File: src/rtl/dnn_layer_sequencer_if.sv
// Handshake/bus bundle between the layer sequencer and its neighbours.
//  Config port : cfg_valid/cfg_ready, cfg_k_len, cfg_num_tiles, abort
//  Fetch port  : fetch_valid, act_ready, wt_ready, act_addr, wt_addr
//  PE control  : pe_clear, pe_mac_en, pe_mac_last
//  Output port : of_valid, of_ready, of_row
//  Status      : tile_idx, busy, done
// The master modport is the sequencer side; the slave modport is the environment side.
interface dnn_layer_sequencer_if #(
    parameter int Y_DIM  = 16,
    parameter int ADDR_W = 12,
    parameter int K_W    = 8,
    parameter int T_W    = 8
);
    localparam int ROW_W = (Y_DIM > 1) ? $clog2(Y_DIM) : 1;

    logic              cfg_valid;
    logic              cfg_ready;
    logic [K_W-1:0]    cfg_k_len;
    logic [T_W-1:0]    cfg_num_tiles;
    logic              abort;
    logic              fetch_valid;
    logic              act_ready;
    logic              wt_ready;
    logic [ADDR_W-1:0] act_addr;
    logic [ADDR_W-1:0] wt_addr;
    logic              pe_clear;
    logic              pe_mac_en;
    logic              pe_mac_last;
    logic              of_valid;
    logic              of_ready;
    logic [ROW_W-1:0]  of_row;
    logic [T_W-1:0]    tile_idx;
    logic              busy;
    logic              done;

    modport master (
        input  cfg_valid, cfg_k_len, cfg_num_tiles, abort, act_ready, wt_ready, of_ready,
        output cfg_ready, fetch_valid, act_addr, wt_addr, pe_clear, pe_mac_en, pe_mac_last,
               of_valid, of_row, tile_idx, busy, done
    );

    modport slave (
        output cfg_valid, cfg_k_len, cfg_num_tiles, abort, act_ready, wt_ready, of_ready,
        input  cfg_ready, fetch_valid, act_addr, wt_addr, pe_clear, pe_mac_en, pe_mac_last,
               of_valid, of_row, tile_idx, busy, done
    );
endinterface

File: src/rtl/dnn_layer_sequencer.sv
// Layer-level scheduler for the PE array. Accepts one layer config (K, T), then for each
// output tile: clears the accumulators, issues K lockstep act/wt fetch steps, waits for the
// fetch + PE pipeline to flush, and drains Y_DIM output rows. Pulses done at completion.
// Ports:
//  clk  - clock
//  rst  - synchronous reset, active-low
//  bus  - dnn_layer_sequencer_if.master (config, fetch, PE control, output and status)
// All outputs are registered; they are computed from the next-state values.
module dnn_layer_sequencer #(
    parameter int Y_DIM     = 16,
    parameter int ADDR_W    = 12,
    parameter int K_W       = 8,
    parameter int T_W       = 8,
    parameter int FETCH_LAT = 2,
    parameter int PE_LAT    = 3
) (
    input  logic                  clk,
    input  logic                  rst,
    dnn_layer_sequencer_if.master bus
);
    localparam int ROW_W = (Y_DIM > 1) ? $clog2(Y_DIM) : 1;
    localparam int FL_W  = $clog2(FETCH_LAT + PE_LAT + 1);
    localparam logic [ROW_W-1:0] ROW_LAST   = ROW_W'(Y_DIM - 1);
    localparam logic [FL_W-1:0]  FLUSH_LAST = FL_W'(FETCH_LAT + PE_LAT - 1);

    localparam logic [2:0] S_IDLE  = 3'd0;
    localparam logic [2:0] S_CLEAR = 3'd1;
    localparam logic [2:0] S_FETCH = 3'd2;
    localparam logic [2:0] S_FLUSH = 3'd3;
    localparam logic [2:0] S_DRAIN = 3'd4;
    localparam logic [2:0] S_FIN   = 3'd5;

    logic [2:0]          state_r, state_nxt_s;
    logic [K_W-1:0]      k_r, k_nxt_s, k_len_r, k_len_nxt_s;
    logic [T_W-1:0]      tile_r, tile_nxt_s, num_tiles_r, num_tiles_nxt_s;
    logic [ADDR_W-1:0]   base_r, base_nxt_s;
    logic [ROW_W-1:0]    row_r, row_nxt_s;
    logic [FL_W-1:0]     flush_r, flush_nxt_s;
    logic [FETCH_LAT-1:0] mac_en_pipe_r, mac_last_pipe_r;

    logic abort_s, accept_s, last_k_s, last_tile_s;

    logic              cfg_ready_r, fetch_valid_r, pe_clear_r, of_valid_r, busy_r, done_r;
    logic [ADDR_W-1:0] act_addr_r, wt_addr_r;
    logic [ROW_W-1:0]  of_row_r;
    logic [T_W-1:0]    tile_idx_r;

    // Abort only acts outside IDLE; in IDLE it is ignored.
    assign abort_s     = bus.abort && (state_r != S_IDLE);
    assign last_k_s    = (k_r == (k_len_r - K_W'(1)));
    assign last_tile_s = (tile_r == (num_tiles_r - T_W'(1)));

    // Next-state and counter update logic; abort has priority over every handshake.
    always_comb begin
        state_nxt_s     = state_r;
        k_nxt_s         = k_r;
        k_len_nxt_s     = k_len_r;
        tile_nxt_s      = tile_r;
        num_tiles_nxt_s = num_tiles_r;
        base_nxt_s      = base_r;
        row_nxt_s       = row_r;
        flush_nxt_s     = flush_r;
        accept_s        = 1'b0;
        if (abort_s) begin
            state_nxt_s = S_IDLE;
        end else begin
            case (state_r)
                S_IDLE: begin
                    if (bus.cfg_valid) begin
                        k_len_nxt_s     = bus.cfg_k_len;
                        num_tiles_nxt_s = bus.cfg_num_tiles;
                        tile_nxt_s      = '0;
                        base_nxt_s      = '0;
                        k_nxt_s         = '0;
                        row_nxt_s       = '0;
                        if ((bus.cfg_k_len == K_W'(0)) || (bus.cfg_num_tiles == T_W'(0))) begin
                            state_nxt_s = S_FIN;
                        end else begin
                            state_nxt_s = S_CLEAR;
                        end
                    end else begin
                        state_nxt_s = S_IDLE;
                    end
                end
                S_CLEAR: begin
                    k_nxt_s     = '0;
                    state_nxt_s = S_FETCH;
                end
                S_FETCH: begin
                    // A step only counts when both fetchers take it in the same cycle.
                    if (bus.act_ready && bus.wt_ready) begin
                        accept_s = 1'b1;
                        if (last_k_s) begin
                            flush_nxt_s = '0;
                            state_nxt_s = S_FLUSH;
                        end else begin
                            k_nxt_s = k_r + K_W'(1);
                        end
                    end else begin
                        state_nxt_s = S_FETCH;
                    end
                end
                S_FLUSH: begin
                    if (flush_r == FLUSH_LAST) begin
                        row_nxt_s   = '0;
                        state_nxt_s = S_DRAIN;
                    end else begin
                        flush_nxt_s = flush_r + FL_W'(1);
                    end
                end
                S_DRAIN: begin
                    if (bus.of_ready) begin
                        if (row_r == ROW_LAST) begin
                            if (last_tile_s) begin
                                state_nxt_s = S_FIN;
                            end else begin
                                // tile*K kept as a running sum, wrapping at 2^ADDR_W.
                                tile_nxt_s  = tile_r + T_W'(1);
                                base_nxt_s  = base_r + ADDR_W'(k_len_r);
                                state_nxt_s = S_CLEAR;
                            end
                        end else begin
                            row_nxt_s = row_r + ROW_W'(1);
                        end
                    end else begin
                        state_nxt_s = S_DRAIN;
                    end
                end
                S_FIN: begin
                    state_nxt_s = S_IDLE;
                end
                default: begin
                    state_nxt_s = S_IDLE;
                end
            endcase
        end
    end

    // State, counters and latched layer configuration.
    always_ff @(posedge clk) begin
        if (!rst) begin
            state_r     <= S_IDLE;
            k_r         <= '0;
            k_len_r     <= '0;
            tile_r      <= '0;
            num_tiles_r <= '0;
            base_r      <= '0;
            row_r       <= '0;
            flush_r     <= '0;
        end else begin
            state_r     <= state_nxt_s;
            k_r         <= k_nxt_s;
            k_len_r     <= k_len_nxt_s;
            tile_r      <= tile_nxt_s;
            num_tiles_r <= num_tiles_nxt_s;
            base_r      <= base_nxt_s;
            row_r       <= row_nxt_s;
            flush_r     <= flush_nxt_s;
        end
    end

    // MAC-enable delay line matching the fetch latency; flushed on abort so no stale MACs fire.
    always_ff @(posedge clk) begin
        if (!rst || abort_s) begin
            mac_en_pipe_r   <= '0;
            mac_last_pipe_r <= '0;
        end else begin
            for (int i = FETCH_LAT - 1; i > 0; i--) begin
                mac_en_pipe_r[i]   <= mac_en_pipe_r[i-1];
                mac_last_pipe_r[i] <= mac_last_pipe_r[i-1];
            end
            mac_en_pipe_r[0]   <= accept_s;
            mac_last_pipe_r[0] <= accept_s && last_k_s;
        end
    end

    // Registered outputs decoded from the next state so they line up with the state register.
    always_ff @(posedge clk) begin
        if (!rst) begin
            cfg_ready_r   <= 1'b1;
            busy_r        <= 1'b0;
            fetch_valid_r <= 1'b0;
            pe_clear_r    <= 1'b0;
            of_valid_r    <= 1'b0;
            done_r        <= 1'b0;
            of_row_r      <= '0;
            tile_idx_r    <= '0;
            act_addr_r    <= '0;
            wt_addr_r     <= '0;
        end else begin
            cfg_ready_r   <= (state_nxt_s == S_IDLE);
            busy_r        <= (state_nxt_s != S_IDLE);
            fetch_valid_r <= (state_nxt_s == S_FETCH);
            pe_clear_r    <= (state_nxt_s == S_CLEAR);
            of_valid_r    <= (state_nxt_s == S_DRAIN);
            done_r        <= (state_nxt_s == S_FIN);
            of_row_r      <= row_nxt_s;
            tile_idx_r    <= tile_nxt_s;
            act_addr_r    <= base_nxt_s + ADDR_W'(k_nxt_s);
            wt_addr_r     <= ADDR_W'(k_nxt_s);
        end
    end

    assign bus.cfg_ready   = cfg_ready_r;
    assign bus.busy        = busy_r;
    assign bus.fetch_valid = fetch_valid_r;
    assign bus.pe_clear    = pe_clear_r;
    assign bus.of_valid    = of_valid_r;
    assign bus.done        = done_r;
    assign bus.of_row      = of_row_r;
    assign bus.tile_idx    = tile_idx_r;
    assign bus.act_addr    = act_addr_r;
    assign bus.wt_addr     = wt_addr_r;
    assign bus.pe_mac_en   = mac_en_pipe_r[FETCH_LAT-1];
    assign bus.pe_mac_last = mac_last_pipe_r[FETCH_LAT-1];
endmodule
File: src/flat_wrapper.sv
// flat-port wrapper written by rule: the top's interface ports become plain ports
module dnn_layer_sequencer_flat 
#(
    parameter int Y_DIM     = 16,
    parameter int ADDR_W    = 12,
    parameter int K_W       = 8,
    parameter int T_W       = 8,
    parameter int FETCH_LAT = 2,
    parameter int PE_LAT    = 3
)
  (clk, rst, bus_cfg_valid, bus_cfg_k_len, bus_cfg_num_tiles, bus_abort, bus_act_ready, bus_wt_ready, bus_of_ready, bus_cfg_ready, bus_fetch_valid, bus_act_addr, bus_wt_addr, bus_pe_clear, bus_pe_mac_en, bus_pe_mac_last, bus_of_valid, bus_of_row, bus_tile_idx, bus_busy, bus_done);
  dnn_layer_sequencer_if #(.Y_DIM(Y_DIM), .ADDR_W(ADDR_W), .K_W(K_W), .T_W(T_W)) bus_i ();
  input  logic clk;
  input  logic rst;
  input wire logic [$bits(bus_i.cfg_valid)-1:0] bus_cfg_valid;
  input wire logic [$bits(bus_i.cfg_k_len)-1:0] bus_cfg_k_len;
  input wire logic [$bits(bus_i.cfg_num_tiles)-1:0] bus_cfg_num_tiles;
  input wire logic [$bits(bus_i.abort)-1:0] bus_abort;
  input wire logic [$bits(bus_i.act_ready)-1:0] bus_act_ready;
  input wire logic [$bits(bus_i.wt_ready)-1:0] bus_wt_ready;
  input wire logic [$bits(bus_i.of_ready)-1:0] bus_of_ready;
  output wire logic [$bits(bus_i.cfg_ready)-1:0] bus_cfg_ready;
  output wire logic [$bits(bus_i.fetch_valid)-1:0] bus_fetch_valid;
  output wire logic [$bits(bus_i.act_addr)-1:0] bus_act_addr;
  output wire logic [$bits(bus_i.wt_addr)-1:0] bus_wt_addr;
  output wire logic [$bits(bus_i.pe_clear)-1:0] bus_pe_clear;
  output wire logic [$bits(bus_i.pe_mac_en)-1:0] bus_pe_mac_en;
  output wire logic [$bits(bus_i.pe_mac_last)-1:0] bus_pe_mac_last;
  output wire logic [$bits(bus_i.of_valid)-1:0] bus_of_valid;
  output wire logic [$bits(bus_i.of_row)-1:0] bus_of_row;
  output wire logic [$bits(bus_i.tile_idx)-1:0] bus_tile_idx;
  output wire logic [$bits(bus_i.busy)-1:0] bus_busy;
  output wire logic [$bits(bus_i.done)-1:0] bus_done;
  assign bus_i.cfg_valid = bus_cfg_valid;
  assign bus_i.cfg_k_len = bus_cfg_k_len;
  assign bus_i.cfg_num_tiles = bus_cfg_num_tiles;
  assign bus_i.abort = bus_abort;
  assign bus_i.act_ready = bus_act_ready;
  assign bus_i.wt_ready = bus_wt_ready;
  assign bus_i.of_ready = bus_of_ready;
  assign bus_cfg_ready = bus_i.cfg_ready;
  assign bus_fetch_valid = bus_i.fetch_valid;
  assign bus_act_addr = bus_i.act_addr;
  assign bus_wt_addr = bus_i.wt_addr;
  assign bus_pe_clear = bus_i.pe_clear;
  assign bus_pe_mac_en = bus_i.pe_mac_en;
  assign bus_pe_mac_last = bus_i.pe_mac_last;
  assign bus_of_valid = bus_i.of_valid;
  assign bus_of_row = bus_i.of_row;
  assign bus_tile_idx = bus_i.tile_idx;
  assign bus_busy = bus_i.busy;
  assign bus_done = bus_i.done;
  dnn_layer_sequencer #(.Y_DIM(Y_DIM), .ADDR_W(ADDR_W), .K_W(K_W), .T_W(T_W), .FETCH_LAT(FETCH_LAT), .PE_LAT(PE_LAT)) u_core (.clk(clk), .rst(rst), .bus(bus_i));
endmodule
File: config.mk
export PLATFORM = sky130hd
export DESIGN_NAME = dnn_layer_sequencer_flat
export DESIGN_NICKNAME = d
export VERILOG_FILES = /design/src/rtl/dnn_layer_sequencer_if.sv /design/src/rtl/dnn_layer_sequencer.sv /design/src/flat_wrapper.sv
export SDC_FILE = /design/constraint.sdc
export NUM_CORES = 1
export LEC_CHECK = 0
export CORE_ASPECT_RATIO = 0.8
export CORE_MARGIN = 2
export CORE_UTILIZATION = 50
export DETAILED_ROUTE_END_ITERATION = 10
export PLACE_DENSITY = 0.79
export REMOVE_ABC_BUFFERS = 1
export SETUP_SLACK_MARGIN = 0.5
export SYNTH_ARGS = -nofsm -noshare
export SYNTH_HDL_FRONTEND = slang
export SYNTH_SLANG_ARGS = --single-unit
File: constraint.sdc
create_clock -name clk -period 4.3 [get_ports clk]
set_input_delay 0.86 -clock clk [delete_from_list [all_inputs] [get_ports clk]]
set_output_delay 0.86 -clock clk [all_outputs]
set_load 0.02 [all_outputs]
==> results of run 1 <==
## layout by cell type, fill, tap and decap left out, drive strengths merged, types with 8 or more instances in the layout
cell type / n
ha: 23
nand3: 17
or3: 8
nor2b: 11
a21boi: 17
nand2: 74
and3: 14
nor2: 32
inv: 20
clkdlybuf4s50: 62
xnor2: 18
nor3: 16
buf: 72
clkbuf: 12
dfxtp: 76
o21ai: 29
a21oi: 24
xor2: 14
and2: 31
## layer usage
layer  vias to the layer above  wire length (microns)
li1                       2156                      -
met1                      2155                   5820
met2                       173                   6490
met3                        24                   1030
met4                         0                    291
met5                         -                      0
## power by group through the flow
stage	sequential [mW]	clock (mW)	combinational (mW)
2_1_floorplan	0.754	0	0.112
3_3_place_gp	0.751	0	0.202
3_5_place_dp	0.752	0	0.210
4_1_cts	0.737	0.775	0.241
5_1_grt	0.740	0.808	0.283
6_report	0.739	0.769	0.263
## worst max-delay path: cells and delay by family (launching register included)
kind                       cells  cell delay, ns
adders and majority gates      3            0.71
and+or+nand+nor                7            1.68
DFF                            1            0.33
AOI/OAI and AO/OA              9            1.21
buffers and inverters          2            0.12
## state kept, by name, summed over array words and instances (netlist names), 2 cells and up
name / count
u_core.mac_last_pipe_r: 2
u_core.row_r: 4
u_core.flush_r: 3
u_core.state_r: 3
u_core.bus.act_addr: 12
u_core.num_tiles_r: 8
u_core.base_r: 12
u_core.tile_r: 8
u_core.mac_en_pipe_r: 2
u_core.k_len_r: 8
u_core.k_r: 8
## timing repair
action / in CTS / in global routing
buffers inserted: 14 / 4
resized for setup: 63 / 29
setup endpoints to repair: 7 / 7
pin swaps: 27 / 24
## worst max-delay path by stage
stage,from,end,slack (ns)
floorplan,u_core.k_len_r[0],u_core.bus.act_addr[10],0.003
global placement,bus_abort,u_core.bus.act_addr[10],-0.14
detailed placement,u_core.num_tiles_r[0],u_core.bus.act_addr[10],-0.27
CTS,u_core.num_tiles_r[1],u_core.bus.act_addr[10],0.29
global route,u_core.num_tiles_r[1],u_core.bus.act_addr[10],0.02
finish,u_core.k_len_r[1],u_core.bus.act_addr[10],0.15
## area by class of cell
class                   count  area [sq um]  share of cell area [%]
multi-input cells         432          3100                    49.0
flip-flops and latches     76          1540                    24.3
repair buffers            134          1180                    18.6
clock buffers              12           256                    4.05
well taps                 112           140                    2.21
inverters                  20          75.1                    1.18
clock inverters             3          46.3                   0.731
## metrics by stage
stage          total power [mW]  setup WS (ns)  instances  util, %  cell area [sq um]
2_1_floorplan             0.866        0.00336        528        -               4400
3_3_place_gp              0.953         -0.138        756     64.5               5570
3_5_place_dp              0.962         -0.271        756     64.5               5570
4_1_cts                    1.75          0.294        785     71.6               6180
5_1_grt                    1.83         0.0208        789     73.4               6340
6_report                   1.77          0.151        789     73.4               6340
## logic make-up (layout without fill, tap and decap cells)
| logic type | after synthesis | after routing | synth area share (%) |
|---|---|---|---|
| AO/OA/AOI/OAI | 113 | 113 | 16.3 |
| other | 1 | 4 | 0.0830 |
| multiplexers | 10 | 10 | 2.41 |
| AND/OR/NAND/NOR | 248 | 248 | 29.5 |
| XOR/XNOR | 32 | 32 | 6.21 |
| adder cells (fa/ha/maj) | 25 | 25 | 7.26 |
| flip-flops | 76 | 76 | 33.7 |
| buffers and inverters | 47 | 169 | 4.54 |
==> flow_summary.json, run 1 <==
{
  "summed_negative_setup_slack_over_all_endpoints_ns": 0,
  "design.die.area_sq_um": 9810,
  "floorplan.core_area_sq_um": 8630,
  "num_rows": 30,
  "slowest_delay_ns": 0.56,
  "num_antenna_cells": 0,
  "clock_tree.root_cell": "clkbuf_16",
  "cts_hold_repair.buffers": 0,
  "worst_setup_path_start_kind": "register",
  "relSlewSlack_pct": 35.0,
  "yosys-top-cells-area": "dfxtp_1, ha_1, nand2_1",
  "cts-htree-levels": 3,
  "critical_path.cell_chain": "inv_2 > ha_4 > and2_4 > nand2_1 > a22o_1 > or4_4 > o21bai_4 > a21oi_2 > a21oi_2 > ha_2 > inv_2 > fa_2 > nor2b_4 > o21ai_2 > a21oi_2 > o21ai_1 > nand2b_1 > a21o_1 > a21oi_2 > or4_4 > and3_4",
  "layout-drive-gt1-share_pct": 23.8,
  "worst-endpoint-required_ns": 4.53,
  "skew_ns": 0.00902,
  "setup_viol_count_final": 0,
  "holdPathStages": 1,
  "grt_max_degree": 33,
  "detailed_routing_iterations_pass_1": 8,
  "final_slew_viol_count": 0,
  "n_fill_cell": 634,
  "critical-path-top-cell-by-count": "a21oi_2",
  "timing.fmax_mhz": 241,
  "post-route-min-period_ns": 4.15,
  "finalHoldViolCount": 0,
  "worstMarginPinSlew_ns": 0.972,
  "synth-seq-area-share_pct": 33.7,
  "layout_worst_path_cycle_share_pct": 96.5,
  "vias": 4508,
  "cp_data_arrival_time_ns": 4.38,
  "grt_util_met1_pct": 36.0,
  "clock_tree.buffer_depth": 2,
  "tritoncts": "done",
  "synth_top_cell_area_share_pct": 33.7,
  "yosys.area.top_type": "dfxtp_1",
  "cts.sink_count": 76,
  "syn_area_per_cell_sq_um": 8.18,
  "global_routing_met3_resource_utilization_pct": 8.45,
  "drc": 0,
  "most_used_layer_global_route": "met2",
  "final.hold.worst_slack_ns": 0.466,
  "yosys.cell_count.top_type": "dfxtp_1",
  "final_net_count": 721,
  "initial_utilization_pct": 52.3,
  "p_sw_share_pct": 25.5,
  "cts_buffers": 9,
  "drt-initial-drc-count": 491,
  "crit_fanout": 3,
  "global_route.overflow_total": 0,
  "die_width_microns": 110,
  "hold_path_class": "reg -> reg",
  "synth-edff-count": 0,
  "power.switching_mw": 0.451,
  "grt.total_usage_pct": 29.1,
  "run_status": "finished clean",
  "post_synth_num_cell_types": 64,
  "dpl.hpwl_microns": 9430,
  "yosys-top-cells-count": "dfxtp_1, nand2_1, and2_1, nor2_1, o21ai_0",
  "regToRegSetupSlack_ns": 0.15,
  "gpl_congestion": 0.910,
  "fp.dieH_microns": 89,
  "clk_transition_reported_paths_ns": 0.06,
  "worst_r2r_path_depth": 21,
  "r2r-end": "u_core.bus.act_addr[10]",
  "port-buffer-count": 62,
  "rsz0062_at_grt": "true",
  "insertion_delay_of_the_later_clocked_pin_in_the_worst_skew_pair_ns": 0.34,
  "reg2reg_from": "u_core.k_len_r[1]",
  "antenna_violating_nets_post_route": 0,
  "combinationalPowerShare_pct": 14.9,
  "power.density_cell_area_nw_per_um2": 279,
  "mappedNetlistArea_sq_um": 4520,
  "ys_seq_elements": 76,
  "seqPwrFrac_pct": 41.7,
  "hold_path_startpoint": "u_core.mac_last_pipe_r[0]",
  "routed_wire_length_per_instance_microns": 17.3,
  "worst_ir_drop_vdd_mv": 0.302,
  "ys.flop_type": "dfxtp_1",
  "detail_route.vias_per_cell": 5.71,
  "timing_worst_setup_path_type": "reg -> reg",
  "setup.worst_path.end_class": "register",
  "power_share_of_the_clock_group_pct": 43.4,
  "wire_length_of_the_first_global_routing_pass_microns": 21700,
  "holdPathEnd": "u_core.mac_last_pipe_r[1]",
  "p_int_mw": 1.32,
  "io_pins": 67,
  "total_leakage_power_nw": 2.63,
  "synth_cells": 552,
  "worst_path_max_delay_cell": "or4_4",
  "grt_antenna_before_repair": 0,
  "grt.met2_usage_pct": 49.4,
  "drt_wl_total_microns": 13600,
  "yosysWarningCount": 0,
  "synthToLayoutAreaGrowth_pct": 40.3,
  "synth_async_sr_flop_share_pct": 0,
  "max_cap_viol_count": 0,
  "first_global_vias": 4459
}
(Power assumes the default switching activity.)
==> inputs of run 2 (changes only) <==
Settings changed: GPL_TIMING_DRIVEN set to 0, MAX_ROUTING_LAYER set to met4.
==> run 2 against run 1 <==
Against the previous run: flip-flop and latch count unchanged; global-route usage decreased by 1.7 points; non-clock buffer count decreased by 45; critical path type unchanged.
==> flow_summary.json, run 2 (synthesis results as in run 1) <==
{
  "worst_setup_path_start_kind": "register",
  "detailed_routing_iterations_pass_1": 5,
  "regToRegSetupSlack_ns": 0.07,
  "post-place-ws_ns": -1.01,
  "clock_tree.root_cell": "clkbuf_16",
  "routed_wire_length_per_instance_microns": 16.9,
  "num_rows": 30,
  "synthToLayoutAreaGrowth_pct": 32.1,
  "layout_worst_path_cycle_share_pct": 98.4,
  "holdPathEnd": "u_core.mac_last_pipe_r[1]",
  "drt-initial-drc-count": 519,
  "slowest_delay_ns": 0.47,
  "dpl.hpwl_microns": 8060,
  "global_route.overflow_total": 0,
  "initial_utilization_pct": 52.3,
  "detail_route.vias_per_cell": 5.87,
  "clock_tree.buffer_depth": 2,
  "reg2reg_from": "u_core.k_len_r[2]",
  "critical_path_buf_inv_count": 2,
  "critical-path-top-cell-by-count": "a21oi_2",
  "finalHoldViolCount": 0,
  "cts_buffers": 9,
  "antenna_violating_nets_post_route": 0,
  "fp.dieH_microns": 89,
  "layout-drive-gt1-share_pct": 17.5,
  "r2r-end": "u_core.bus.act_addr[10]",
  "die_width_microns": 110,
  "cts-htree-levels": 3,
  "max_cap_viol_count": 0,
  "critical_path.cell_chain": "nor3_4 > a21oi_2 > a211o_1 > a32oi_4 > buf_4 > nor2_4 > nor2_2 > a21oi_1 > a21oi_2 > ha_2 > inv_2 > fa_2 > nor2b_4 > o21ai_2 > a21oi_2 > o21ai_1 > nand2b_1 > a21o_1 > a21oi_4 > or4_4 > and3_4",
  "layout_common_cells": "nand2_1, dfxtp_1, clkdlybuf4s50_1, and2_1, nor2_1",
  "design.die.area_sq_um": 9810,
  "worst_r2r_path_depth": 21,
  "post-route-min-period_ns": 4.23,
  "cts.sink_count": 76,
  "layout_setup_ws_ns": 0.0706,
  "worst_path_max_delay_cell": "or4_4",
  "vias": 4374,
  "final_slew_viol_count": 0,
  "tritoncts": "done",
  "gpl_congestion": 0.928,
  "worstMarginPinSlew_ns": 0.933,
  "setup.worst_path.end_class": "register",
  "grt_antenna_before_repair": 0,
  "hold_path_startpoint": "u_core.mac_last_pipe_r[0]",
  "first_global_vias": 4122,
  "port-buffer-count": 62,
  "drt_wl_total_microns": 12600,
  "utilization_after_layout_pct": 69.1,
  "wire_length_of_the_first_global_routing_pass_microns": 19900,
  "insertion_delay_of_the_later_clocked_pin_in_the_worst_skew_pair_ns": 0.34,
  "crit_fanout": 6,
  "holdPathStages": 1,
  "num_antenna_cells": 0,
  "grt_max_degree": 62,
  "skew_ns": 0.00937,
  "worst_ir_drop_vdd_mv": 0.340,
  "drc": 0,
  "run_status": "finished clean",
  "final_net_count": 677,
  "cp_data_arrival_time_ns": 4.46,
  "hold_path_class": "reg -> reg",
  "relSlewSlack_pct": 37.8,
  "grt.total_usage_pct": 27.4,
  "io_pins": 67,
  "timing_worst_setup_path_type": "reg -> reg",
  "worst-endpoint-required_ns": 4.53,
  "setup_viol_count_final": 0,
  "clk_transition_reported_paths_ns": 0.06,
  "cpLargestDelayFamily": "compound AO/OA/AOI/OAI gates",
  "timing.fmax_mhz": 236,
  "floorplan.core_area_sq_um": 8630,
  "power.density_cell_area_nw_per_um2": 290,
  "rsz0062_at_grt": "true",
  "total_leakage_power_nw": 2.39,
  "final_common_cell": "nand2_1"
}
## run 2: what timing repair did
item,CTS,global route
hold buffers,0,0
endpoints found under the setup margin,8,6
gates cloned,1,0
gates resized for setup,79,10
setup buffers,23,3
pin swaps,30,18
## run 2: worst max-delay path by stage
| stage | end | cells past startpoint | slack (ns) | from |
|---|---|---|---|---|
| 2_1_floorplan | u_core.bus.act_addr[10] | 21 | 0.003 | u_core.k_len_r[0] |
| 3_3_place_gp | u_core.bus.act_addr[10] | 16 | -1.40 | bus_abort |
| 3_5_place_dp | u_core.bus.act_addr[10] | 16 | -1.01 | bus_abort |
| 4_1_cts | u_core.bus.act_addr[10] | 21 | 0.13 | u_core.num_tiles_r[0] |
| 5_1_grt | u_core.bus.act_addr[10] | 19 | -0.06 | u_core.k_len_r[2] |
| 6_report | u_core.bus.act_addr[10] | 21 | 0.07 | u_core.k_len_r[2] |
## run 2: where the power goes
part	switching, mW	leakage (nW)	internal, mW
Sequential	0.0250	0.621	0.718
Clock	0.293	0.146	0.462
Combinational	0.126	1.63	0.107
## run 2: through the flow
stage	hold WS (ns)	power, mW	setup TNS (ns)	cell area [sq um]	std cells
2_1_floorplan	0.437	0.866	0	4400	528
3_3_place_gp	0.442	0.930	-7.66	5160	702
3_5_place_dp	0.454	0.938	-4.19	5170	703
4_1_cts	0.466	1.72	0	5890	742
5_1_grt	0.485	1.79	-0.0561	5960	745
6_report	0.465	1.73	0	5960	745
## run 2: final cells by class
class | count | area, sq um
multi-input combinational | 433 | 3080
fill | 684 | 2670
sequential | 76 | 1550
timing repair buffer | 89 | 827
clock buffer | 11 | 243
tap | 112 | 140
inverter | 20 | 77.6
clock inverter | 4 | 48.8
## run 2: per-layer routing
metal | vias up | GRT usage (%) | share of wire (%)
met5 | - | - | 0
met2 | 167 | 44.5 | 46
li1 | 2072 | - | -
met1 | 2102 | 34.2 | 45
met3 | 33 | 6.71 | 6.6
met4 | 0 | 7.73 | 2.5
==> inputs of run 3 (changes only) <==
Settings changed: CELL_PAD_IN_SITES_DETAIL_PLACEMENT set to 1, CELL_PAD_IN_SITES_GLOBAL_PLACEMENT set to 2, CORE_UTILIZATION 50 to 29, PLACE_DENSITY 0.79 to 0.78.
==> run 3 against run 2 <==
Against the previous run: non-clock buffer count increased by 7; clock power increased by 3%; clock skew decreased by 0.0018 ns; global-route usage decreased by 9.3 points; critical path depth unchanged; sequential power about the same; clock-buffer cell count increased by 1; first-iteration DRC count decreased by 55%; worst hold slack improved by 0.011 ns; cell count increased by 14%; die area increased by 69%; largest cell class unchanged; largest power group unchanged; highest routed layer unchanged.
==> flow_summary.json, run 3 (synthesis results as in run 1) <==
{
  "run_status": "finished clean",
  "post-place-ws_ns": -1.05,
  "hold_path_startpoint": "u_core.mac_last_pipe_r[0]",
  "insertion_delay_of_the_later_clocked_pin_in_the_worst_skew_pair_ns": 0.34,
  "detailed_routing_iterations_pass_1": 4,
  "worst-endpoint-required_ns": 4.53,
  "regToRegSetupSlack_ns": 0.13,
  "io_pins": 67,
  "layout_common_cells": "nand2_1, dfxtp_1, clkdlybuf4s50_1, buf_4, and2_1",
  "fp.dieH_microns": 116,
  "clock_tree.root_cell": "clkbuf_16",
  "n_fill_cell": 1794,
  "power.density_cell_area_nw_per_um2": 285,
  "layout_setup_ws_ns": 0.133,
  "cts_buffers": 9,
  "max_cap_viol_count": 0,
  "clk_transition_reported_paths_ns": 0.06,
  "worst_ir_drop_vdd_mv": 0.193,
  "holdPathEnd": "u_core.mac_last_pipe_r[1]",
  "final_common_cell": "nand2_1",
  "finalHoldViolCount": 0,
  "num_rows": 40,
  "global_route.overflow_total": 0,
  "worst_r2r_path_depth": 21,
  "final_net_count": 684,
  "design.die.area_sq_um": 16600,
  "die_width_microns": 144,
  "setup.worst_path.start": "u_core.k_len_r[1]",
  "skew_ns": 0.00754,
  "cts.sink_count": 76,
  "final.hold.worst_slack_ns": 0.476,
  "drc": 0,
  "total_leakage_power_nw": 2.49,
  "final_slew_viol_count": 0,
  "timing_worst_setup_path_type": "reg -> reg",
  "r2r-end": "u_core.bus.act_addr[10]",
  "cts-htree-levels": 3,
  "synthToLayoutAreaGrowth_pct": 36.4,
  "first_global_vias": 4382,
  "worst_setup_path_start_kind": "register",
  "reg2reg_from": "u_core.k_len_r[1]",
  "worstMarginPinSlew_ns": 0.943,
  "port-buffer-count": 62,
  "antenna_violating_nets_post_route": 0,
  "tritoncts": "done",
  "dpl_cell_area_sq_um": 5330,
  "fin_area_sq_um": 6160,
  "timing.fmax_mhz": 240,
  "dpl.hpwl_microns": 9940,
  "routed_wire_length_per_instance_microns": 16.2,
  "vias": 4248,
  "drt_wl_total_microns": 13800,
  "drt-initial-drc-count": 231,
  "rsz0062_at_grt": "true",
  "layout_worst_path_cycle_share_pct": 96.9,
  "setup.worst_path.end_class": "register",
  "area_of_the_multi_input_gates_sq_um": 3070,
  "layout-drive-gt1-share_pct": 17.9,
  "hold_path_class": "reg -> reg",
  "detail_route.vias_per_cell": 4.99,
  "setup_viol_count_final": 0,
  "grt_antenna_before_repair": 0,
  "ff_latch_area_sq_um": 1550,
  "num_antenna_cells": 0,
  "grt_max_degree": 35,
  "grt.total_usage_pct": 18.1,
  "post-route-min-period_ns": 4.17,
  "wire_length_of_the_first_global_routing_pass_microns": 22800,
  "floorplan.core_area_sq_um": 15100,
  "utilization_after_layout_pct": 40.7,
  "gpl_congestion": 0.777,
  "holdPathStages": 1,
  "initial_utilization_pct": 29.9,
  "crit_fanout": 4,
  "clock_tree.buffer_depth": 2,
  "cts_hold_repair.buffers": 0,
  "cp_data_arrival_time_ns": 4.39,
  "relSlewSlack_pct": 37.0
}
-- run 3: cell types whose count changed in the layout (fill, tap and decap cells not counted), sizes merged --
cell           change
clkbuf             +1
clkinvlp           +1
buf                +7
clkdlybuf4s50      -1
inv                -1
dlygate4sd2        +1
-- run 3: worst max path at each step --
| stage | slack, ns | depth (start not counted) | endpoint |
|---|---|---|---|
| 2_1_floorplan | 0.003 | 21 | u_core.bus.act_addr[10] |
| 3_3_place_gp | -1.38 | 16 | u_core.bus.act_addr[10] |
| 3_5_place_dp | -1.05 | 17 | u_core.bus.act_addr[10] |
| 4_1_cts | 0.20 | 21 | u_core.bus.act_addr[10] |
| 5_1_grt | -0.08 | 21 | u_core.bus.act_addr[10] |
| 6_report | 0.13 | 21 | u_core.bus.act_addr[10] |
-- run 3: final cells by class --
cell class              count  share of cell area [%]
well taps                 210                    4.27
inverters                  20                    1.26
clock buffers              12                    4.16
repair buffers             96                    14.6
multi-input cells         433                    49.9
clock inverters             4                   0.772
flip-flops and latches     76                    25.1
-- run 3: what timing repair did --
action	in CTS	in global routing
hold endpoints to repair	0	0
pin swaps	26	11
resized for setup	76	10
cloned	1	0
setup buffers	27	4
setup endpoints to repair	10	7
-- run 3: report_power, final --
group | internal (mW) | switching (mW) | leakage, nW
registers | 0.719 | 0.0252 | 0.621
clock network | 0.479 | 0.296 | 0.149
logic | 0.109 | 0.130 | 1.72
-- run 3: metal layers --
metal	routed length, microns	track usage (%)
met5	0	-
met4	133	4.51
met3	511	3.80
met2	6480	29.0
met1	6690	23.5
-- run 3: metrics by stage --
stage / instances / setup TNS (ns) / total power [mW]
after global placement: 800 / -10.24 / 0.937
after floorplan: 528 / 0 / 0.866
final: 851 / 0 / 1.76
after detailed placement: 803 / -4.88 / 0.948
after global routing: 851 / -0.0792 / 1.84
after CTS: 847 / 0 / 1.78
-- run 3: critical path, stage by stage (launching register included) --
cell and delay, ns:
dfxtp_4 0.37, inv_4 0.06, ha_4 0.14, and2_4 0.16, nand2_2 0.05, a22o_1 0.20, or4_4 0.52, o21bai_4 0.22
a21oi_2 0.08, a21oi_2 0.20, ha_2 0.22, inv_2 0.04, fa_2 0.36, nor2b_4 0.13, o21ai_2 0.08, a21oi_2 0.16
o21ai_1 0.08, nand2b_1 0.12, a21o_1 0.14, a21oi_2 0.07, or4_1 0.47, and3_1 0.18
